## src/rtl/minmax_seq_pkg.sv

```systemverilog
// minmax_seq shared definitions: FSM state encoding
// and the default width of the length/count/index fields.
package minmax_seq_pkg;

  localparam int CNT_W_DEF = 8;

  typedef enum logic [2:0] {
    S_IDLE    = 3'd0,
    S_FIRST   = 3'd1,
    S_FETCH   = 3'd2,
    S_CMP_MIN = 3'd3,
    S_CMP_MAX = 3'd4,
    S_DONE    = 3'd5
  } state_t;

endpackage

```

## src/rtl/minmax_seq_slt_32.sv

```systemverilog
// slt_32: signed 32-bit set-less-than; rd = {31'b0, rs < rt}.
// Ports: rs, rt operands; rd result; ovf = rs - rt overflowed.
module slt_32 (
  input  logic [31:0] rs,
  input  logic [31:0] rt,
  output logic [31:0] rd,
  output logic        ovf
);

  logic [31:0] w_diff;

  assign w_diff = rs - rt;
  // Overflow only possible when operand signs differ.
  assign ovf = (rs[31] ^ rt[31]) & (w_diff[31] ^ rs[31]);
  assign rd  = {31'd0, w_diff[31] ^ ovf};

endmodule

```

## src/rtl/minmax_seq.sv

```systemverilog
// minmax_seq: streaming signed min/max over a len-word burst.
// Ports: clk, rst_n, start/len, in_valid/in_data/in_ready,
// busy, done, min/max value+index, ovf_seen, err_empty.
module minmax_seq
  import minmax_seq_pkg::*;
#(
  parameter int CNT_W = CNT_W_DEF
) (
  input  logic             clk,
  input  logic             rst_n,
  input  logic             start,
  input  logic [CNT_W-1:0] len,
  input  logic             in_valid,
  input  logic [31:0]      in_data,
  output logic             in_ready,
  output logic             busy,
  output logic             done,
  output logic [31:0]      min_out,
  output logic [31:0]      max_out,
  output logic [CNT_W-1:0] min_idx,
  output logic [CNT_W-1:0] max_idx,
  output logic             ovf_seen,
  output logic             err_empty
);

  state_t           r_state;
  state_t           w_next;
  logic [CNT_W-1:0] r_len;
  logic [CNT_W-1:0] r_cnt;
  logic [CNT_W-1:0] w_cnt_inc;
  logic [31:0]      r_hold;
  logic [31:0]      r_min;
  logic [31:0]      r_max;
  logic [CNT_W-1:0] r_min_idx;
  logic [CNT_W-1:0] r_max_idx;
  logic             r_ovf;
  logic             r_err;
  logic [31:0]      w_rs;
  logic [31:0]      w_rt;
  logic [31:0]      w_unused_rd;
  logic             w_lt;
  logic             w_ovf;

  assign w_cnt_inc = r_cnt + 1'b1;

  // One comparator shared by both compare states.
  always_comb begin
    w_rs = '0;
    w_rt = '0;
    unique case (r_state)
      S_CMP_MIN: begin
        w_rs = r_hold;
        w_rt = r_min;
      end
      S_CMP_MAX: begin
        w_rs = r_max;
        w_rt = r_hold;
      end
      default: ;
    endcase
  end

  slt_32 u_slt (
    .rs  (w_rs),
    .rt  (w_rt),
    .rd  (w_unused_rd),
    .ovf (w_ovf)
  );

  assign w_lt = w_unused_rd[0];

  always_ff @(posedge clk or negedge rst_n) begin
    if (!rst_n) r_state <= S_IDLE;
    else        r_state <= w_next;
  end

  always_comb begin
    w_next   = r_state;
    busy     = 1'b0;
    in_ready = 1'b0;
    done     = 1'b0;
    unique case (r_state)
      S_IDLE: begin
        if (start)
          w_next = (len == '0) ? S_DONE : S_FIRST;
      end
      S_FIRST: begin
        busy     = 1'b1;
        in_ready = 1'b1;
        if (in_valid)
          w_next = (r_len == CNT_W'(1)) ? S_DONE
                                        : S_FETCH;
      end
      S_FETCH: begin
        busy     = 1'b1;
        in_ready = 1'b1;
        if (in_valid) w_next = S_CMP_MIN;
      end
      S_CMP_MIN: begin
        busy   = 1'b1;
        w_next = S_CMP_MAX;
      end
      S_CMP_MAX: begin
        busy   = 1'b1;
        w_next = (w_cnt_inc == r_len) ? S_DONE : S_FETCH;
      end
      S_DONE: begin
        done   = 1'b1;
        w_next = S_IDLE;
      end
      default: w_next = S_IDLE;
    endcase
  end

  always_ff @(posedge clk or negedge rst_n) begin
    if (!rst_n) begin
      r_len     <= '0;
      r_cnt     <= '0;
      r_hold    <= '0;
      r_min     <= '0;
      r_max     <= '0;
      r_min_idx <= '0;
      r_max_idx <= '0;
      r_ovf     <= 1'b0;
      r_err     <= 1'b0;
    end else begin
      unique case (r_state)
        S_IDLE: begin
          if (start) begin
            if (len == '0) begin
              r_err <= 1'b1;
            end else begin
              r_len <= len;
              r_ovf <= 1'b0;
              r_err <= 1'b0;
            end
          end
        end
        S_FIRST: begin
          if (in_valid) begin
            r_min     <= in_data;
            r_max     <= in_data;
            r_min_idx <= '0;
            r_max_idx <= '0;
            r_cnt     <= CNT_W'(1);
          end
        end
        S_FETCH: begin
          if (in_valid) r_hold <= in_data;
        end
        S_CMP_MIN: begin
          r_ovf <= r_ovf | w_ovf;
          if (w_lt) begin
            r_min     <= r_hold;
            r_min_idx <= r_cnt;
          end
        end
        S_CMP_MAX: begin
          r_ovf <= r_ovf | w_ovf;
          r_cnt <= w_cnt_inc;
          if (w_lt) begin
            r_max     <= r_hold;
            r_max_idx <= r_cnt;
          end
        end
        default: ;
      endcase
    end
  end

  assign min_out   = r_min;
  assign max_out   = r_max;
  assign min_idx   = r_min_idx;
  assign max_idx   = r_max_idx;
  assign ovf_seen  = r_ovf;
  assign err_empty = r_err;

endmodule

```

## config.mk

```make
export PLATFORM = sky130hd
export DESIGN_NAME = minmax_seq
export DESIGN_NICKNAME = d
export VERILOG_FILES = /design/src/rtl/minmax_seq_pkg.sv /design/src/rtl/minmax_seq_slt_32.sv /design/src/rtl/minmax_seq.sv
export SDC_FILE = /design/constraint.sdc
export NUM_CORES = 1
export LEC_CHECK = 0
export BUFFER_PORTS_ARGS = -buffer_cell sky130_fd_sc_hd__buf_2
export CELL_PAD_IN_SITES_DETAIL_PLACEMENT = 1
export CELL_PAD_IN_SITES_GLOBAL_PLACEMENT = 1
export CORE_MARGIN = 1.5
export CORE_UTILIZATION = 47
export CTS_CLUSTER_DIAMETER = 60
export CTS_CLUSTER_SIZE = 12
export DETAILED_ROUTE_END_ITERATION = 10
export MAX_ROUTING_LAYER = met4
export PLACE_DENSITY_LB_ADDON = 0.2
export SETUP_SLACK_MARGIN = 0.3
export SYNTH_ARGS = -nofsm -noshare
export SYNTH_HDL_FRONTEND = slang
export SYNTH_SLANG_ARGS = --single-unit
```

## constraint.sdc

```tcl
create_clock -name clk -period 10.05 [get_ports clk]
set_input_delay 0.5025 -clock clk [delete_from_list [all_inputs] [get_ports clk]]
set_output_delay 0.5025 -clock clk [all_outputs]
set_load 0.02 [all_outputs]
```

Word-level counts from Yosys, hierarchy flattened
Cells that the tools add are included.
{"block": "op_classes", "n_addsub": 2, "mul": 0, "div_mod_pow": 0, "n_lt_le_gt_ge": 0, "n_eq_ne": 13, "shift": 0, "n_mux": 26, "n_bitwise": 6, "n_reduce_logical": 16}
{"op": "$pmux 32 s2", "n": 4}
{"op": "$mux 32", "n": 2}
{"op": "$pmux 8 s2", "n": 3}
{"op": "$sub 32x32->32", "n": 1}
{"op": "$mux 8", "n": 3}
{"op": "$mux 3", "n": 6}
{"op": "$pmux 3 s5", "n": 1}
{"op": "$reduce_and 3->1", "n": 5}
{"op": "$ne 2x2->1 const B", "n": 6}
{"op": "$add 8x1->8 const B", "n": 1}
{"op": "$eq 8x1->1 const B", "n": 1}
{"op": "$eq 8x8->1", "n": 1}
{"op": "$logic_not 8->1", "n": 1}
{"op": "$eq 3x2->1 const B", "n": 2}
{"op": "$eq 3x3->1 const B", "n": 2}
{"op": "$mux 1", "n": 6}
{"op": "$reduce_and 2->1", "n": 3}
{"op": "$reduce_bool 2->1", "n": 3}
{"op": "$reduce_or 2->1", "n": 2}
{"op": "$reduce_or 4->1", "n": 1}
{"op": "$eq 3x1->1 const B", "n": 1}
{"op": "$logic_not 3->1", "n": 1}
{"op": "$xor 1x1->1", "n": 3}
{"op": "$pmux 1 s2", "n": 1}
{"op": "other kinds (3)", "n": 3}
{"block": "word_totals", "ff_bits": 133, "latch_bits": 0, "ram_bits": 0, "romBits": 0, "word_cells": 73, "mem_count": 0}

Depth between registers and ports, before layout
{"block": "depth", "word_depth": 8, "ltp_mapped": 20, "mapped_depth_nobuf": 14}

By module
Synthesis repeated with hierarchy kept, for this count alone.
{"block": "unflattened", "hier_cells": 811, "area_unflattened_um2": 7527.2}
{"mod": "minmax_seq", "n_inst": 1, "cells_per_inst": 663, "area_per_inst_um2": 6476.2}
{"mod": "slt_32", "n_inst": 1, "cells_per_inst": 148, "area_per_inst_um2": 1051.0}

Worst setup path before layout
No wires, ideal clock.
{"block": "synth_timing", "path_type": "flip-flop to flip-flop", "from": "register r_state[1]", "to": "register r_min[0], in the netlist min_out[0]", "setup_time_ns": 0.136, "t_arrival_ns": 4.243, "path_slack_ns": 5.671, "path_stages_with_launch": 19, "n_path_buf": 5, "period_less_slack_ns": 4.379, "path_cell_list": "dfrtp_1 -> buf_2 -> nor3b_1 -> clkbuf_1 -> clkbuf_1 -> clkbuf_1 -> a22oi_1 -> ha_1 -> nand4_1 -> a221oi_1 -> o2111ai_1 -> a211o_1 -> a211oi_1 -> a2111oi_0 -> fa_1 -> mux2_2 -> nand2_1 -> clkbuf_1 -> o21ai_0"}
{"block": "synth_between", "elab_chain_len": 8, "word_cells_on_any_way": 15, "cone_classes": "1 x add/sub; 5 x eq/ne; 3 x mux; 4 x bitwise; 2 x reduce/logical"}
{"element": "start: declaration", "line_no": "minmax_seq.sv:26", "rtl": "state_t r_state;"}
{"element": "start signal: assignment", "line_no": "minmax_seq.sv:74", "rtl": "else r_state <= w_next;"}
{"element": "$eq 3x3->1 / $eq 3x2->1 (equally long branches)", "line_no": "minmax_seq.sv:50, minmax_seq.sv:127"}
{"element": "$pmux 32 s2", "line_no": "minmax_seq.sv:50", "rtl": "unique case (r_state)"}
{"element": "$sub 32x32->32", "line_no": "minmax_seq_slt_32.sv:12", "rtl": "assign w_diff = rs - rt;"}
{"element": "$xor 1x1->1", "line_no": "minmax_seq_slt_32.sv:14", "rtl": "assign ovf = (rs[31] ^ rt[31]) & (w_diff[31] ^ rs[31]);"}
{"element": "$and 1x1->1", "line_no": "minmax_seq_slt_32.sv:14"}
{"element": "$xor 1x1->1", "line_no": "minmax_seq_slt_32.sv:15", "rtl": "assign rd = {31'd0, w_diff[31] ^ ovf};"}
{"element": "$ne 2x2->1 (no line)"}
{"element": "$reduce_and 3->1 (no line)"}
{"element": "end signal: assignment", "line_no": "minmax_seq.sv:141", "rtl": "r_min <= in_data;"}
{"element": "end signal: assignment", "line_no": "minmax_seq.sv:154", "rtl": "r_min <= r_hold;"}
{"element": "end: declaration", "line_no": "minmax_seq.sv:32", "rtl": "logic [31:0] r_min;"}
Several ways; a longest one is shown, not always the timed one.
A chain may end at the register's enable or synchronous reset.

Final worst setup path
{"block": "layout_timing", "from": "register r_state[1]", "to": "register r_min[20], in the netlist min_out[20]"}
Same word-level chain as after synthesis.

==> results.yml <==
route:
  ant_nets: 0
  post_drt_wl_per_cell_microns: 20.1
  drt_first_iter_violations: 300
  wl_microns: 20600
  vias: 6115
  drc_errors: 0
  vias_per_cell: 6.00
  dr.pass1.iters: 4
pwr:
  powerDensity_mw_per_mm2: 353
  p_leak_nw: 3.83
  p_switching_mw: 1.31
  finalPower_mw: 2.99
  p_seq_share_pct: 34.4
  p_clk_share_pct: 20.1
  comb_power_share_pct: 45.4
  p_int_mw: 1.69
  p_sw_share_pct: 43.6
  vdd_drop_max_mv: 0.183
timing:
  max_freq_mhz: 176
  fin_crit_sh_pct: 56.7
  hold_viol: 0
  maxSlewHeadroom_pct: 24.9
  worst_slack_ps: 4360
  finalSetupViolCount: 0
  fin_hold_ws_ps: 70.0
  finalMaxSlewViolations: 0
  period_needed_ps: 5690
  worst_pin_slew_ps: 1120
  rsz0062_at_grt: "false"
  setup-tns-final_ps: 0
  final.setup_skew_ps: 11.7
synth:
  ys_top_cells_by_area: "dfrtp_1 (46%), mux2_2 (6.6%), nand2_1 (6.2%)"
  synth_seq_cells: 133
  synthDistinctLibCells: 52
  async_reset_ff_share_pct: 100
  synth_top_area_cell: "dfrtp_1"
  synth_area_sq_mm: 0.00722
  syn_area_per_cell_sq_um: 9.98
  yosysSeqAreaShare_pct: 46.1
  synth.net_count: 799
  syn-instance-count: 723
  ys.flop_type: "dfrtp_1"
  ys_top_cells_by_count: "dfrtp_1 (133), nand2_1 (119), a22o_1 (48), nor2_1 (48)"
  synth_edf_count: 0
  yosys_warnings: 0
  netlist.area_leader.share_pct: 46.1
  yosysMostFrequentCell: "dfrtp_1"
floorplan:
  io_pins: 129
  start_util_pct: 47.8
  die_w_microns: 127
  num_rows: 45
  chipHeight_microns: 127
  dieArea_sq_mm: 0.0161
  coreArea_sq_mm: 0.0151
critical_path:
  cp.depth: 15
  required_ps: 10320
  crit_buf_inv: 2
  worstSetupPathType: "reg2reg"
  reg2reg_slack_ps: 4360
  end_kind: "flop"
  cp-start-kind: "flop"
  critPathArrivalTime_ps: 5970
  crit_end: "min_out[20]$_DFFE_PN0P_"
  crit_chain: "and3b_4, buf_4, a22oi_1, ha_1, nand4_1, a221oi_1, o2111ai_1, a211o_1, a211oi_1, a2111oi_0, fa_1, mux2_2, nand2_2, buf_4, o21ai_0"
  r2r-end: "min_out[20]$_DFFE_PN0P_"
  path_delay_family: "compound AO/OA/AOI/OAI gates"
  slowest_stage: "buf_4"
  cpMostUsedCell: "buf_4"
  worst_path_largest_cell_delay_ps: 810
  worstRegToRegCells: 15
  cp_max_fo: 77
  cp-startpoint: "r_state[1]$_DFFE_PN0P_"
  r2r_start: "r_state[1]$_DFFE_PN0P_"
global_routing:
  gr-total-overflow: 0
  antenna_found_initial: 0
  grt.total_usage_pct: 27.4
  grt_max_degree: 97
  grt_pass1_vias: 6513
  grt_pass1_wl_microns: 33700
clock_network:
  cts_root_buf: "clkbuf_16"
  clk_pin_slew_ps: 50
  cts_tree: "done"
  cts_resized: 0
  clock-sinks: 133
  cts-hold-fix-buffers: 0
  htree_levels: 4
  cts_setup_buffers: 0
  clkLatencyLatePin_ps: 430
  cts_inserted_buffers: 17
  clockBufferDepth: 2
finish:
  area_growth_pct: 17.5
  multi_input_area_sq_mm: 0.00363
  nNetsFinal: 896
  seq_area_sq_mm: 0.00333
  drive_above_1_share_pct: 25.7
  insertedDiodeCount: 0
  utilization_pct: 56.2
  fillerInstances: 1701
placed_design:
  port_buffers: 128
  place.gp.congestion: 0.785
  dp_worst_setup_slack_ps: 4380
  post-dp-hpwl_microns: 13400
run_status:
  status: "finished, final reports clean"
hold_path:
  hold_class: "in2async"
flow_run:
  drv_cap: 0
==> worst register-to-register path: stages, from the launching register on <==
cell       delay (ps)
dfrtp_1           670
and3b_4           480
buf_4             810
a22oi_1           240
ha_1              380
nand4_1            90
a221oi_1          280
o2111ai_1         150
a211o_1           300
a211oi_1          270
a2111oi_0         120
fa_1              460
mux2_2            300
nand2_2           220
buf_4             520
o21ai_0           250
==> metrics by stage <==
| stage | area (sq um) | instances |
|---|---|---|
| after floorplan | 7220 | 723 |
| final | 8480 | 1020 |
| after detailed placement | 7910 | 989 |
| after global placement | 7910 | 989 |
| after global routing | 8480 | 1020 |
| after CTS | 8480 | 1020 |
==> cell families (layout without fill, tap and decap cells) <==
logic type	Yosys count	after routing	synth area share (%)
AND/OR/NAND/NOR	208	208	12.4
AO/OA/AOI/OAI	200	200	19.4
flip-flops	133	133	46.1
multiplexers	75	75	11.1
buffers and inverters	63	172	3.83
adder cells (fa/ha/maj)	32	32	5.65
XOR/XNOR	12	12	1.46
==> flip-flops by register name, summed over array words and instances (netlist names) <==
register / cells
max_out: 32
r_len: 8
min_idx: 8
r_state: 3
min_out: 32
err_empty: 1
max_idx: 8
ovf_seen: 1
r_hold: 32
r_cnt: 8
==> metal layers <==
metal | vias to the layer above | track usage [%] | wire length [microns]
met2 | 147 | 46.2 | 10600
met3 | 41 | 4.18 | 827
met1 | 3094 | 32.9 | 8630
met5 | - | - | 0
met4 | 0 | 11.2 | 511
li1 | 2833 | - | -
==> cell type report <==
cell class	instances	area share, %
Clock buffer	28	6.21
Clock inverter	3	0.472
Timing Repair Buffer	134	8.16
Tap cell	188	2.77
Multi-Input combinational cell	527	42.8
Sequential cell	133	39.2
Inverter	7	0.310
==> worst min-delay path by stage <==
stage	startpoint	end	slack [ps]	cells after the start
after global placement	min_out[0]$_DFFE_PN0P_	min_out[0]$_DFFE_PN0P_	480	2
after global routing	rst_n	min_out[10]$_DFFE_PN0P_	120	1
final	rst_n	r_hold[10]$_DFFE_PN0P_	70	1
after floorplan	rst_n	err_empty$_DFFE_PN0P_	210	0
after CTS	rst_n	max_out[9]$_DFFE_PN0P_	90	1
after detailed placement	max_idx[3]$_DFFE_PN0P_	max_idx[3]$_DFFE_PN0P_	490	1
==> placed cells by master (no fill, tap or decap), types with 3 or more instances in the layout <==
| cell type | count |
|---|---|
| a211oi_1 | 6 |
| a21o_1 | 5 |
| a21oi_1 | 12 |
| a22o_1 | 48 |
| a22oi_1 | 32 |
| a31oi_1 | 32 |
| and2_1 | 3 |
| and3_1 | 3 |
| buf_2 | 127 |
| buf_4 | 6 |
| clkbuf_1 | 5 |
| clkbuf_16 | 17 |
| clkbuf_8 | 6 |
| dfrtp_1 | 133 |
| ha_1 | 31 |
| inv_1 | 7 |
| mux2_2 | 42 |
| mux2i_1 | 33 |
| nand2_1 | 117 |
| nand2b_1 | 4 |
| nand3_1 | 8 |
| nand4_1 | 5 |
| nor2_1 | 48 |
| nor2b_1 | 3 |
| nor4_1 | 3 |
| o211ai_1 | 3 |
| o21ai_0 | 42 |
| o22ai_1 | 4 |
| xnor2_1 | 9 |
| xor2_1 | 3 |
==> power groups by stage <==
stage	logic [mW]	registers, mW	clock network (mW)
final	1.36	1.03	0.602
after global routing	1.50	1.07	0.632
after CTS	1.38	1.03	0.611
after detailed placement	1.35	1.03	0
after global placement	1.30	1.01	0
after floorplan	0.816	1.11	0
(Power assumes the default switching activity.)
